## config.mk

```make
export PLATFORM = sky130hd
export DESIGN_NAME = match_sched
export DESIGN_NICKNAME = d
export VERILOG_FILES = /design/src/rtl/match_pkg.sv /design/src/rtl/rr_arbiter.sv /design/src/rtl/match_sched.sv
export SDC_FILE = /design/constraint.sdc
export NUM_CORES = 1
export LEC_CHECK = 0
export BUFFER_PORTS_ARGS = -buffer_cell sky130_fd_sc_hd__buf_2
export CAP_MARGIN = 20
export CORE_MARGIN = 2
export CORE_UTILIZATION = 53
export CTS_BUF_LIST = sky130_fd_sc_hd__clkbuf_4 sky130_fd_sc_hd__clkbuf_8
export CTS_CLUSTER_SIZE = 10
export DETAILED_ROUTE_END_ITERATION = 6
export GPL_TIMING_DRIVEN = 0
export MAX_ROUTING_LAYER = met4
export PLACE_DENSITY = 0.89
export RECOVER_POWER = 25
export SLEW_MARGIN = 20
export SYNTH_ARGS = -nofsm -noshare
export SYNTH_HDL_FRONTEND = slang
export SYNTH_SLANG_ARGS = --single-unit
```

## constraint.sdc

```tcl
create_clock -name clk -period 7.9 [get_ports clk]
set_clock_uncertainty 0.05 [all_clocks]
set_input_delay 0.395 -clock clk [delete_from_list [all_inputs] [get_ports clk]]
set_output_delay 0.395 -clock clk [all_outputs]
set_load 0.005 [all_outputs]
```

## src/rtl/match_pkg.sv

```systemverilog
// match_pkg: shared definitions for the match scheduler slice.
// Holds the scheduler state encoding and the default parameter values
// used by match_sched. No ports; imported by the top module.
package match_pkg;

  typedef enum logic [2:0] {
    IDLE,
    CLEAR,
    LAUNCH,
    BUSY,
    RESP
  } state_t;

  localparam int DEF_NUM_REQ     = 4;
  localparam int DEF_WORD_LENGTH = 3;
  localparam int DEF_DATA_WIDTH  = 8;
  localparam int DEF_TIMEOUT     = 64;

endpackage

```

## src/rtl/rr_arbiter.sv

```systemverilog
// rr_arbiter: combinational round-robin selector.
// Ports:
//   req       - request vector, one bit per requester
//   ptr       - requester index that has highest priority this round
//   grant     - one-hot grant of the selected requester (zero if no request)
//   grant_idx - binary index of the selected requester (zero if no request)
module rr_arbiter #(
  parameter int NUM_REQ = 4
) (
  input  logic [NUM_REQ-1:0]         req,
  input  logic [$clog2(NUM_REQ)-1:0] ptr,
  output logic [NUM_REQ-1:0]         grant,
  output logic [$clog2(NUM_REQ)-1:0] grant_idx
);

  localparam int IW = $clog2(NUM_REQ);
  // One extra bit so ptr + offset never overflows before the wrap.
  localparam int SW = IW + 1;

  logic [SW-1:0] pos;
  logic          hit;

  // Scan requesters starting at ptr and wrapping around; the first
  // active one wins.
  always_comb begin
    grant     = '0;
    grant_idx = '0;
    hit       = 1'b0;
    pos       = '0;
    for (int k = 0; k < NUM_REQ; k++) begin
      pos = {1'b0, ptr} + SW'(k);
      if (pos >= SW'(NUM_REQ)) begin
        pos = pos - SW'(NUM_REQ);
      end
      if (!hit && req[pos[IW-1:0]]) begin
        hit                = 1'b1;
        grant[pos[IW-1:0]] = 1'b1;
        grant_idx          = pos[IW-1:0];
      end
    end
  end

endmodule

```

## src/rtl/match_sched.sv

```systemverilog
// match_sched: shares one matcher engine between NUM_REQ requesters.
// A round-robin winner's query word is handed to the engine, the engine
// is restarted (m_clr_n) and launched (m_cs), and the result or a
// timeout is presented on the rsp_* handshake until accepted.
// Ports:
//   clk, rst_n           - clock, asynchronous active-low reset
//   req, req_word        - request levels and per-requester query words
//   gnt                  - one-hot grant pulse in the arbitration cycle
//   rsp_valid/rsp_ready  - result handshake; rsp_id/rsp_found/rsp_timeout
//   m_clr_n, m_cs, m_word - restart, start strobe and query word to engine
//   m_done, m_found      - engine completion and match result
module match_sched
  import match_pkg::*;
#(
  parameter int NUM_REQ     = DEF_NUM_REQ,
  parameter int WORD_LENGTH = DEF_WORD_LENGTH,
  parameter int DATA_WIDTH  = DEF_DATA_WIDTH,
  parameter int TIMEOUT     = DEF_TIMEOUT
) (
  input  logic                                      clk,
  input  logic                                      rst_n,
  input  logic [NUM_REQ-1:0]                        req,
  input  logic [NUM_REQ*WORD_LENGTH*DATA_WIDTH-1:0] req_word,
  output logic [NUM_REQ-1:0]                        gnt,
  output logic                                      rsp_valid,
  input  logic                                      rsp_ready,
  output logic [$clog2(NUM_REQ)-1:0]                rsp_id,
  output logic                                      rsp_found,
  output logic                                      rsp_timeout,
  output logic                                      m_clr_n,
  output logic                                      m_cs,
  output logic [WORD_LENGTH*DATA_WIDTH-1:0]         m_word,
  input  logic                                      m_done,
  input  logic                                      m_found
);

  localparam int IW = $clog2(NUM_REQ);
  localparam int WW = WORD_LENGTH * DATA_WIDTH;
  localparam int CW = $clog2(TIMEOUT) + 1;
  localparam logic [CW-1:0] CNT_LAST = CW'(TIMEOUT - 1);
  localparam logic [IW-1:0] PTR_LAST = IW'(NUM_REQ - 1);

  state_t        state;
  logic [IW-1:0] rr_ptr;
  logic [CW-1:0] tmo_cnt;
  logic [CW-1:0] tmo_inc;

  logic [NUM_REQ-1:0] arb_gnt;
  logic [IW-1:0]      arb_idx;
  logic [WW-1:0]      sel_word;

  rr_arbiter #(
    .NUM_REQ (NUM_REQ)
  ) u_arb (
    .req       (req),
    .ptr       (rr_ptr),
    .grant     (arb_gnt),
    .grant_idx (arb_idx)
  );

  assign sel_word = req_word[int'(arb_idx)*WW +: WW];
  assign tmo_inc  = tmo_cnt + CW'(1);

  // The grant is shown in the same cycle the word is captured, so a
  // requester can drop its request on the following edge. Held low while
  // in reset so a waiting requester never sees a spurious grant.
  assign gnt = (state == IDLE && rst_n) ? arb_gnt : '0;

  // Job sequencer. tmo_inc is compared rather than tmo_cnt so that the
  // TIMEOUT budget counts the LAUNCH cycle as the first engine cycle.
  // In BUSY, m_done is tested first so a completion on the last allowed
  // cycle is reported as a real result rather than a timeout.
  always_ff @(posedge clk or negedge rst_n) begin
    if (!rst_n) begin
      state       <= IDLE;
      rr_ptr      <= '0;
      tmo_cnt     <= '0;
      rsp_valid   <= 1'b0;
      rsp_id      <= '0;
      rsp_found   <= 1'b0;
      rsp_timeout <= 1'b0;
      m_clr_n     <= 1'b0;
      m_cs        <= 1'b0;
      m_word      <= '0;
    end else begin
      case (state)
        IDLE: begin
          m_clr_n <= 1'b1;
          m_cs    <= 1'b0;
          if (|req) begin
            m_word  <= sel_word;
            rsp_id  <= arb_idx;
            m_clr_n <= 1'b0;
            state   <= CLEAR;
          end
        end
        CLEAR: begin
          m_clr_n <= 1'b1;
          m_cs    <= 1'b1;
          state   <= LAUNCH;
        end
        LAUNCH: begin
          m_cs    <= 1'b0;
          tmo_cnt <= '0;
          state   <= BUSY;
        end
        BUSY: begin
          tmo_cnt <= tmo_inc;
          if (m_done) begin
            rsp_found   <= m_found;
            rsp_timeout <= 1'b0;
            rsp_valid   <= 1'b1;
            state       <= RESP;
          end else if (tmo_inc == CNT_LAST) begin
            rsp_found   <= 1'b0;
            rsp_timeout <= 1'b1;
            rsp_valid   <= 1'b1;
            state       <= RESP;
          end
        end
        RESP: begin
          if (rsp_ready) begin
            rsp_valid <= 1'b0;
            rr_ptr    <= (rsp_id == PTR_LAST) ? '0 : rsp_id + IW'(1);
            state     <= IDLE;
          end
        end
        default: begin
          state <= IDLE;
        end
      endcase
    end
  end

endmodule

```

After elaboration in Yosys (flattened, before gate mapping)
Cells that the tools add are included.

Add/subtract/negate cells: 9. Multiply operators: 1. $lt $le $gt $ge: 12. Eq/ne operators: 9. Shifts and indexed selects: 1. Multiplexer cells: 49. Bitwise operators: 3. Reductions and logical operators: 24.

Operators with widths (number): indexed part select 96 x 8 -> 24 bit (1); 2-to-1 mux 4 bit (5); 2-to-1 mux 1 bit (18); 2-to-1 mux 2 bit (9); case mux 3 bit (5 select lines) (1); case mux 7 bit (2 select lines) (1); less-than comparator 2 x 3 -> 1 bit (second input constant) (4); 2-to-1 mux 3 bit (4); OR 4 bit (3); nonzero test 2 bit (5); >= comparator 3 bit (second input constant) (3); binary-select mux 1 bit (select 2 bit) (4); demux 1 bit (select 2 bit) (4); >= comparator 2 x 1 -> 1 bit (second input constant) (4); logical AND 1 bit (8); subtractor 2 x 1 -> 2 bit (second input constant) (4); adder 7 x 1 -> 7 bit (second input constant) (1); equality test 7 x 6 -> 1 bit (second input constant) (1); adder 2 x 2 -> 3 bit (second input constant) (2); equality test 3 x 2 -> 1 bit (second input constant) (2); case mux 1 bit (2 select lines) (3); AND reduction 2 bit (3); AND reduction 3 bit (2); multiplier 2 x 2 -> 4 bit (second input constant) (1); 13 further kinds (15).

Register bits: 43. Input bits: 105.

Logic depth before layout (Yosys ltp)
Gate-level depths: netlist of the first run.

Depth in word-level cells: 16. Mapped depth: 12. Gate-level depth less buffers: 8.

Cells and area by module
From an unflattened synthesis of the first run, not the netlist that was laid out.

Cells, all modules: 228. Area, all modules: 2996.6 um^2.

By module, submodules not included: match_sched (times used 1, cells an instance 180, area each 2557.5 um^2, sequential area each 1076.0 um^2); rr_arbiter (times used 1, cells an instance 48, area each 439.2 um^2, sequential area each 0.0 um^2).

Least setup slack after synthesis of the first run
Ideal clock, no wire load.

Kind: flip-flop to flip-flop. From: reg rr_ptr[1]. To: reg m_word[10]. Arrival: 2.775 ns. Required time: 7.773 ns. Slack: 4.998 ns. Stages on the path, launching flop included: 12. Buffers on the path: 3. Path through: dfrtp_1 -> buf_2 -> inv_1 -> ha_1 -> buf_4 -> mux2i_1 -> mux2i_1 -> nand2b_4 -> o31ai_4 -> buf_6 -> mux2_2 -> o21ai_1.

Longest elaborated chain between the ends: 16. Elaborated cells on any way between the ends: 38. Classes of those cells: add/sub (7); mul (1); order compare (4); shift (1); mux (19); reduce/logical (6).

RTL lines: from (decl) (RTL line match_sched.sv:44) `logic [IW-1:0] rr_ptr;`; from (signal assigned) (RTL line match_sched.sv:124) `rr_ptr <= (rsp_id == PTR_LAST) ? '0 : rsp_id + IW'(1);`; branches (longest 13 deep; another with adder 2 x 1 -> 3 bit); 2-to-1 mux 2 bit (*) (RTL line rr_arbiter.sv:35) `if (!hit && req[pos[IW-1:0]]) begin`; multiplier 2 x 2 -> 4 bit (*) (RTL line match_sched.sv:61) `assign sel_word = req_word[int'(arb_idx)*WW +: WW];`; indexed part select 96 x 8 -> 24 bit (*) (RTL line match_sched.sv:61); to (signal assigned) (RTL line match_sched.sv:91) `m_word <= sel_word;`; to (decl) (RTL line match_sched.sv:32) `output logic [WORD_LENGTH*DATA_WIDTH-1:0] m_word,`.

Every way passes the cells marked *. The select of a mux whose other input is x is not followed. A chain may end at the register's enable or synchronous reset.

Final worst setup path of the first run
From: reg rr_ptr[1]. To: out gnt[3].

Longest elaborated chain between the ends: 15. Elaborated cells on any way between the ends: 60. Classes of those cells: add/sub (7); order compare (12); mux (28); bitwise (3); reduce/logical (10).

RTL lines: branches (longest 13 deep; another with adder 2 x 1 -> 3 bit); 2-to-1 mux 4 bit (*) (RTL line rr_arbiter.sv:35); 2-to-1 mux 4 bit (*) (RTL line match_sched.sv:67) `assign gnt = (state == IDLE && rst_n) ? arb_gnt : '0;`; to (decl) (RTL line match_sched.sv:24) `output logic [NUM_REQ-1:0] gnt,`.

Marks and branches as above.

==> results of run 1 <==
-- flip-flops by register name (all words and copies together) (netlist names) --
signal / flops
rsp_valid: 1
rsp_id: 2
state: 3
m_cs: 1
tmo_cnt: 7
rr_ptr: 2
m_clr_n: 1
m_word: 24
rsp_found: 1
rsp_timeout: 1
-- critical path, cell delays in order (launching register included) --
cell	delay (ns)
dfrtp_1	0.51
buf_2	0.27
inv_1	0.13
ha_1	0.29
buf_4	0.17
mux2i_1	0.28
mux2i_1	0.24
nand2b_4	0.23
a2111oi_2	0.51
nand2_1	0.13
a21oi_1	0.15
buf_2	0.14
-- metrics by stage --
step | instance area, um^2 | instances | total power [mW] | hold WS (ns)
after floorplan | 3110 | 320 | 1.17 | 0.0494
after global placement | 3890 | 529 | 1.41 | 0.405
after detailed placement | 3890 | 529 | 1.46 | 0.417
after CTS | 3980 | 536 | 1.60 | 0.228
after global routing | 3970 | 536 | 1.72 | 0.266
final | 3970 | 536 | 1.60 | 0.257
-- metal layers --
metal	share of wire	global-route usage	vias up	wire, um
met5	0	-	-	0
met3	0.057	0.0449	27	489
li1	-	-	1442	-
met4	0.028	0.0881	0	238
met2	0.52	0.477	119	4390
met1	0.40	0.319	1398	3400
-- cells by family after synthesis --
logic type      after synthesis  synth area share
simple gates                 82             0.120
xor+xnor                      2           0.00563
mux                          86             0.293
compound gates               71             0.150
flops                        43             0.346
buf+inv                      26            0.0458
fa+ha+maj                    10            0.0402
-- report_power, final --
group	total (mW)	switching, mW	internal [mW]
clock network	0.139	0.0701	0.0686
logic	1.08	0.557	0.523
registers	0.381	0.0668	0.314
total	1.60	0.694	0.906
-- worst paths after layout --
kind	from	to	slack, ns	cells after the start
worst min register to register	rsp_valid	rsp_valid	0.43	2
worst max-delay path	rr_ptr[1]	gnt[3]	4.11	11
worst max register to register	rr_ptr[1]	m_word[11]	4.40	11
max in group asynchronous	rst_n	m_word[18]	5.80	1
worst min-delay path	m_done	rsp_timeout	0.26	2
min in group asynchronous	rst_n	m_cs	0.72	1
-- cells in the final DEF (no fill, tap or decap), drive strengths merged, types with 2 or more instances in the layout --
cell,instances
a21oi,12
nand3,3
a211oi,3
buf,148
nor2,11
mux2i,56
inv,5
o211ai,3
nand2,47
ha,10
nand4,2
o31ai,5
and2,2
nor3,2
nand2b,9
and3,2
dfrtp,43
a22o,5
o21ai,33
mux2,30
clkbuf,16
-- area by class of cell --
| type | instances | area [um^2] |
|---|---|---|
| buffer | 21 | 124 |
| clock buffer | 6 | 82.6 |
| clock inverter | 1 | 5.00 |
| fill | 455 | 1600 |
| inverter | 5 | 18.8 |
| multi-input combinational | 251 | 1890 |
| sequential | 43 | 1080 |
| tap | 72 | 90.1 |
| timing repair buffer | 137 | 684 |
==> metrics, run 1 <==
clk sinks 43; list of most frequent post-synthesis cells mux2i_1, nand2_1, dfrtp_1; Num CTS Buffers 5; row count 27; share of flip-flops with an asynchronous set or reset 1.00; drt drc 0; Final Slew Violations 45; Synth Net Count 435; clock-pin slew on the worst setup and hold paths 0.07 ns; Die ar. 6500 um^2; Top FF cell, synth dfrtp_1; crit path max fanout 10; Startpoint Class flip-flop; ANT nets after route 0; status complete, but fails checks; Mapped Cells 320; DP Wirelength 6.59 mm; Hold/Removal Path Class in -> reg; CTS tree yes; largest net degree at the start of global routing 45; critical path required time 7.46 ns; number of antenna cells inserted 0; post-layout util 0.713; #FFs+latches synth 43; DRT Wirelength 8.52 mm; Ys Warns 0; Worst Tran Pin Value 2.25 ns; library cells used by synthesis 47; ranking of synthesized cells by area dfrtp_1, mux2i_1, mux2_2, nand2_1, ha_1; post-synth top area cell dfrtp_1; setup bufs post-CTS 0; port bufs 137; Initial Util 0.558; period utilization 0.480; area grow syn2layout 27.7%; Worst slew margin -0.499; setup TNS 0 ns; CTS max path bufs 2; initial antenna violation count 0; CP Capture Type output pin; hold_buf cts 0; clock root buffer clkbuf_8; detailed-route via count 2986; TritonRoute pass-1 iters 4; Nets 579; layout cells sized above 1 0.418; GRT Residual Overflow 0; worst path arrival time 3.34 ns; failing checks capacitance limit, slew limit; Vert. Die Dim 80.6 um; global-route wire length before repair 13.3 mm; Die W 80.6 um; drt wl/cell 15.9 um; total track usage 0.272; core area 5570 um^2; Mapped Avg Cell Area 9.72 um^2; EDFF count, synth 0; RSZ-0062 raised after global routing no; Hold Fails Final Rpt 0; Placer Congestion 0.843; Power per Cell Area 402 nW/um^2; MaxCap Viol Count 1; setup slack after layout 4.11 ns; pre-CTS WS 4.45 ns; post-synth top area share 0.346; leak pwr 2.08 nW; initial DRC count 81; worst skew pair latency 0.29 ns; worst setup path class reg -> out; vias in the first global route 2954; CTS H-tree lvls 2; Max VDD drop 0.192 mV; sequential share of the synthesized area 0.346; via/cell ratio 5.57; Setup Viol. Count Final 0; Max Fclk 264 MHz; CTS resizes 0; Synth Cell Area 3110 um^2; fin crit period 3.79 ns; IO Count 140; most common cell in the netlist mux2i_1
(Power assumes the default switching activity.)
==> run 2, diff against run 1 <==
- CORE_UTILIZATION: 53 -> 49
- PLACE_DENSITY: 0.89 -> 0.83
- clock period: 7.9 -> 3.5 ns (I/O delays scaled with it)
==> run 2 against run 1 <==
Net effect: the run now ends clean; sequential cell count unchanged; cell area up 2.2%; utilization down 6.2 points; wire length is 2.5% lower; sequential power increased by 130%; combinational power up 130%; via count shrank 1.5%.
==> metrics, run 2 (synthesis gave the netlist of run 1 again) <==
drt wl/cell 15.2 um (-4.1%); Internal 2.12 mW (+130%); net switching fraction of the power 0.425 (-0.00874); core area 6240 um^2 (+12%); fin area 4060 um^2 (+2.2%); Die W 83.7 um (+3.8%); total track usage 0.238 (-0.0338); DP Wirelength 6.43 mm (-2.4%); Cell Chain, Critical Path buf_2 -> inv_1 -> ha_1 -> buf_4 -> mux2i_1 -> mux2i_1 -> nand2b_4 -> a2111oi_4 -> nand2_1 -> a21oi_1 -> buf_2; largest registers m_word: 24 flops, tmo_cnt: 7 flops, state: 3 flops; clock-pin slew on the worst setup and hold paths 0.08 ns (about the same); crit path max fanout 10 (unchanged); IO Count 140 (unchanged); worst path arrival time 3.12 ns (-0.22 ns); switching pwr 1.57 mW (+130%); Placed Area 3890 um^2 (+0.16%); period utilization 0.955; worst skew pair latency 0.29 ns (about the same); Max VDD drop 0.433 mV (+130%); vias in the first global route 2826 (-4.3%); CP Buf/Inv Count 4 (unchanged); setup TNS 0 ns (unchanged); DRT Wirelength 8.31 mm (-2.5%); Startpoint Class flip-flop; delay-heaviest family, CP buffers and inverters; worst setup path start rr_ptr[1]; Logic pwr share 0.663 (-0.012); TritonRoute pass-1 iters 4 (unchanged); area grow syn2layout 30.5%; drt drc 0 (unchanged); CP Capture Type output pin; status complete, no violations; Die ar. 7000 um^2 (+7.7%); slowest CP cell dfrtp_2; MaxCap Viol Count 0 (-1); Biggest register m_word; CTS max path bufs 2 (unchanged); Worst slew margin 0.573 (+1.07); CTS tree yes; critical path required time 3.27 ns (-4.19 ns); Placer Congestion 0.849 (+0.69%); largest net degree at the start of global routing 45 (unchanged); R2R Path Start rr_ptr[1]; Max Fclk 299 MHz; via/cell ratio 5.40 (-3.1%); fin crit period 3.34 ns; row count 29 (+7.4%); post-layout util 0.651 (-0.0621); RSZ-0062 raised after global routing no; initial DRC count 85 (+4.9%); layout cells sized above 1 0.425 (+0.00711); clk sinks 43 (unchanged); Nets 582 (+0.52%); port bufs 137 (unchanged); post-route insts no fill 545 (+1.7%); sequential share of power 0.232 (-0.006); leak pwr 2.11 nW (+1.4%); number of antenna cells inserted 0 (unchanged); Largest register FFs 24 (unchanged); ANT nets after route 0 (unchanged); initial antenna violation count 0 (unchanged); Hold Fails Final Rpt 0 (unchanged); Setup Viol. Count Final 0 (unchanged); detailed-route via count 2942 (-1.5%); Num CTS Buffers 5 (unchanged); Vert. Die Dim 83.7 um (+3.8%); setup slack after layout 0.157 ns (-3.95 ns); Hold/Removal Path Class in -> reg; FILL cells 544 (+20%); highest-count cells in the layout ignoring fill and taps buf_2, mux2i_1, nand2_1; crit-path max cell delay 0.46 ns (-0.05 ns); Worst Tran Pin Value 0.640 ns (-1.61 ns); worst setup path class reg -> out; Final Slew Violations 0 (-100%); most common cell after layout, fill and taps aside buf_2; Initial Util 0.499 (-0.0597); clock root buffer clkbuf_8; Worst Hold Launch m_done; Clk pwr share 0.105 (+0.018); GRT Residual Overflow 0 (unchanged); Power per Cell Area 910 nW/um^2 (+130%); global-route wire length before repair 13.4 mm (+0.26%); placed cell count 534 (+0.95%); CTS H-tree lvls 2 (unchanged); pre-CTS WS 0.0337 ns (-4.42 ns)
## run 2: cell count changes in the layout (fill, tap and decap cells not counted), sizes merged
| cell | previous run | this run |
|---|---|---|
| dlygate4sd3 | 0 | 1 |
| buf | 148 | 150 |
| bufinv | 0 | 1 |
| clkbuf | 16 | 15 |
| clkinv | 1 | 2 |
## run 2: cell type report
cell class                      count  area, um^2  share of cell area
Clock inverter                      3        43.8              0.0108
Multi-Input combinational cell    251        1910               0.470
Tap cell                           77        96.3              0.0237
Sequential cell                    43        1080               0.265
Clock buffer                        5        68.8              0.0169
Timing Repair Buffer              140         722               0.178
Inverter                            5        18.8             0.00462
Buffer                             21         124              0.0305
## run 2: power by group through the flow
stage | Clock (mW) | Sequential [mW] | Combinational [mW]
after floorplan | 0 | 0.858 | 1.78
after global placement | 0 | 0.853 | 2.34
after detailed placement | 0 | 0.862 | 2.42
after CTS | 0.395 | 0.856 | 2.44
after global routing | 0.414 | 0.891 | 2.67
final | 0.388 | 0.858 | 2.45
## run 2: layer usage
layer	global-route usage	vias to the layer above	wire, um
li1	-	1445	-
met1	0.298	1375	3500
met3	0.0346	17	374
met5	-	-	0
met4	0.0733	0	127
met2	0.401	105	4300
## run 2: final timing paths
path	slack, ns	depth (start not counted)	endpoint
min in group asynchronous	0.36	2	m_clr_n
setup / recovery	0.16	11	gnt[0]
hold / removal	0.03	2	rsp_timeout
max in group asynchronous	2.41	3	rr_ptr[1]
hold reg to reg	0.43	2	m_word[0]
setup reg to reg	0.27	11	m_word[21]
## run 2: what timing repair did
action	in CTS	in global routing
buffers inserted	0	1
gates resized for setup	1	2
endpoints found under the setup margin	1	23
endpoints found under the hold margin	0	10
hold buffers	0	1
pin swaps	0	1
## run 2: metrics by stage
stage	total power, mW	hold WS, ns
floorplan	2.64	-0.171
global placement	3.20	0.327
detailed placement	3.28	0.328
CTS	3.69	0.0202
global route	3.98	0.0368
finish	3.69	0.0268
==> run 3, diff against run 2 <==
- BUFFER_PORTS_ARGS: -buffer_cell sky130_fd_sc_hd__buf_2 -> -buffer_cell sky130_fd_sc_hd__buf_4
==> run 3 against run 2 <==
Net effect: non-clock buffer count fell by 1; combinational power rose by 5%; power rose by 4.0%; sequential cell count did not move; global-route usage rose by 1.3 points; critical path type unchanged; highest routed layer unchanged.
==> metrics, run 3 (synthesis gave the netlist of run 1 again) <==
TritonRoute pass-1 iters 5 (+1); global-route wire length before repair 13.9 mm (+3.7%); Die ar. 7000 um^2 (unchanged); Hold Fails Final Rpt 0 (unchanged); clock root buffer clkbuf_8; critical path required time 3.27 ns (about the same); row count 29 (unchanged); Cell Chain, Critical Path clkbuf_2 -> inv_2 -> ha_1 -> buf_4 -> mux2i_1 -> mux2i_1 -> nand2b_4 -> a2111oi_4 -> nand2_1 -> a21oi_1 -> buf_4; clock-pin slew on the worst setup and hold paths 0.09 ns (about the same); CP Capture Type output pin; Nets 581 (-0.17%); port bufs 137 (unchanged); crit-path max cell delay 0.43 ns (-0.03 ns); Initial Util 0.499 (unchanged); layout cells sized above 1 0.426 (+0.000911); drt wl/cell 15.9 um (+4.6%); leak pwr 2.21 nW (+4.7%); post-layout util 0.703 (+0.0523); Pwr Total 3.84 mW (+4.0%); setup TNS 0 ns (unchanged); Hold Slack 0.00511 ns (-0.0217 ns); initial antenna violation count 0 (unchanged); placed cell count 534 (unchanged); pre-CTS WS 0.102 ns (+0.0685 ns); crit path max fanout 10 (unchanged); Final Slew Violations 0 (unchanged); largest registers m_word: 24 flops, tmo_cnt: 7 flops, state: 3 flops; slowest CP cell dfrtp_1; Largest register FFs 24 (unchanged); vias in the first global route 3064 (+8.4%); fin crit period 3.25 ns (-0.0969 ns); worst setup path class reg -> out; Placer Congestion 0.880 (+3.7%); GRT Residual Overflow 0 (unchanged); core area 6240 um^2 (unchanged); detailed-route via count 2990 (+1.6%); ANT nets after route 0 (unchanged); Multi-input gate area 1910 um^2 (unchanged); FILL cells 522 (-4.0%); post-route insts no fill 544 (-0.18%); period utilization 0.927 (-0.0277); fin area 4390 um^2 (+8.0%); Placed Area 4240 um^2 (+8.8%); Sequential Area 1080 um^2 (unchanged); Num CTS Buffers 5 (unchanged); Biggest register m_word; IO Count 140 (unchanged); most common cell after layout, fill and taps aside buf_4; CTS H-tree lvls 2 (unchanged); area grow syn2layout 41.0%; highest-count cells in the layout ignoring fill and taps buf_4, mux2i_1, nand2_1; CTS tree yes; status complete, no violations; CTS max path bufs 2 (unchanged); worst skew pair latency 0.30 ns (about the same); clk sinks 43 (unchanged); worst path arrival time 3.02 ns (-0.10 ns); Max VDD drop 0.507 mV (+17%); via/cell ratio 5.50 (+1.8%); DP Wirelength 6.82 mm (+6.1%); Hold/Removal Path Class in -> reg; initial DRC count 126 (+48%); Worst slew margin 0.631 (+0.0578); setup slack after layout 0.254 ns (+0.0969 ns); Startpoint Class flip-flop; RSZ-0062 raised after global routing no; Max Fclk 308 MHz (+3.0%); Vert. Die Dim 83.7 um (unchanged); number of antenna cells inserted 0 (unchanged); total track usage 0.251 (+0.0127); Setup Viol. Count Final 0 (unchanged); DRT Wirelength 8.68 mm (+4.4%); largest net degree at the start of global routing 45 (unchanged); MaxCap Viol Count 0 (unchanged); Worst Tran Pin Value 0.538 ns (-0.102 ns); drt drc 0 (unchanged); Power per Cell Area 876 nW/um^2 (-3.8%); Die W 83.7 um (unchanged)
run 3: cell count changes in the layout (fill, tap and decap cells not counted):
| cell | delta |
|---|---|
| buf_4 | +138 |
| buf_2 | -137 |
| clkbuf_1 | -1 |
| buf_12 | -1 |
run 3: final timing paths:
path | from | slack [ns] | endpoint | cells after the start
hold / removal | m_done | 0.005 | rsp_timeout | 2
hold reg to reg | rsp_valid | 0.43 | rsp_valid | 2
min in group asynchronous | rst_n | 0.35 | m_clr_n | 2
setup / recovery | rr_ptr[0] | 0.25 | gnt[1] | 11
setup reg to reg | rr_ptr[0] | 0.35 | m_word[2] | 11
max in group asynchronous | rst_n | 2.63 | rr_ptr[1] | 2
run 3: layer usage:
metal | share of wire | up-vias | track usage
li1 | - | 1443 | -
met1 | 0.40 | 1409 | 0.291
met2 | 0.52 | 120 | 0.441
met3 | 0.059 | 18 | 0.0435
met4 | 0.026 | 0 | 0.0850
met5 | 0 | - | -
run 3: final cells by class:
type | count | area share
sequential | 43 | 0.246
multi-input combinational | 251 | 0.435
inverter | 5 | 0.00428
buffer | 20 | 0.0271
tap | 77 | 0.0220
clock buffer | 5 | 0.0157
timing repair buffer | 140 | 0.240
clock inverter | 3 | 0.00998
run 3: where the power goes:
group          switching [mW]  internal (mW)
clock network           0.176          0.213
registers               0.168          0.709
logic                    1.25           1.33
run 3: timing repair:
item                                    4_1_cts  5_1_grt
hold buffers                                  1        0
buffers inserted                              0        2
resized for setup                             0        3
endpoints found under the setup margin        0       21
hold endpoints to repair                     43        0
run 3: worst max-delay path, delay by kind of cell (launching register included):
kind                       cells  cell delay [ns]
muxes                          2             0.45
buffers and inverters          4             0.67
DFF                            1             0.43
adders and majority gates      1             0.30
AOI/OAI and AO/OA              2             0.55
and+or+nand+nor                2             0.32
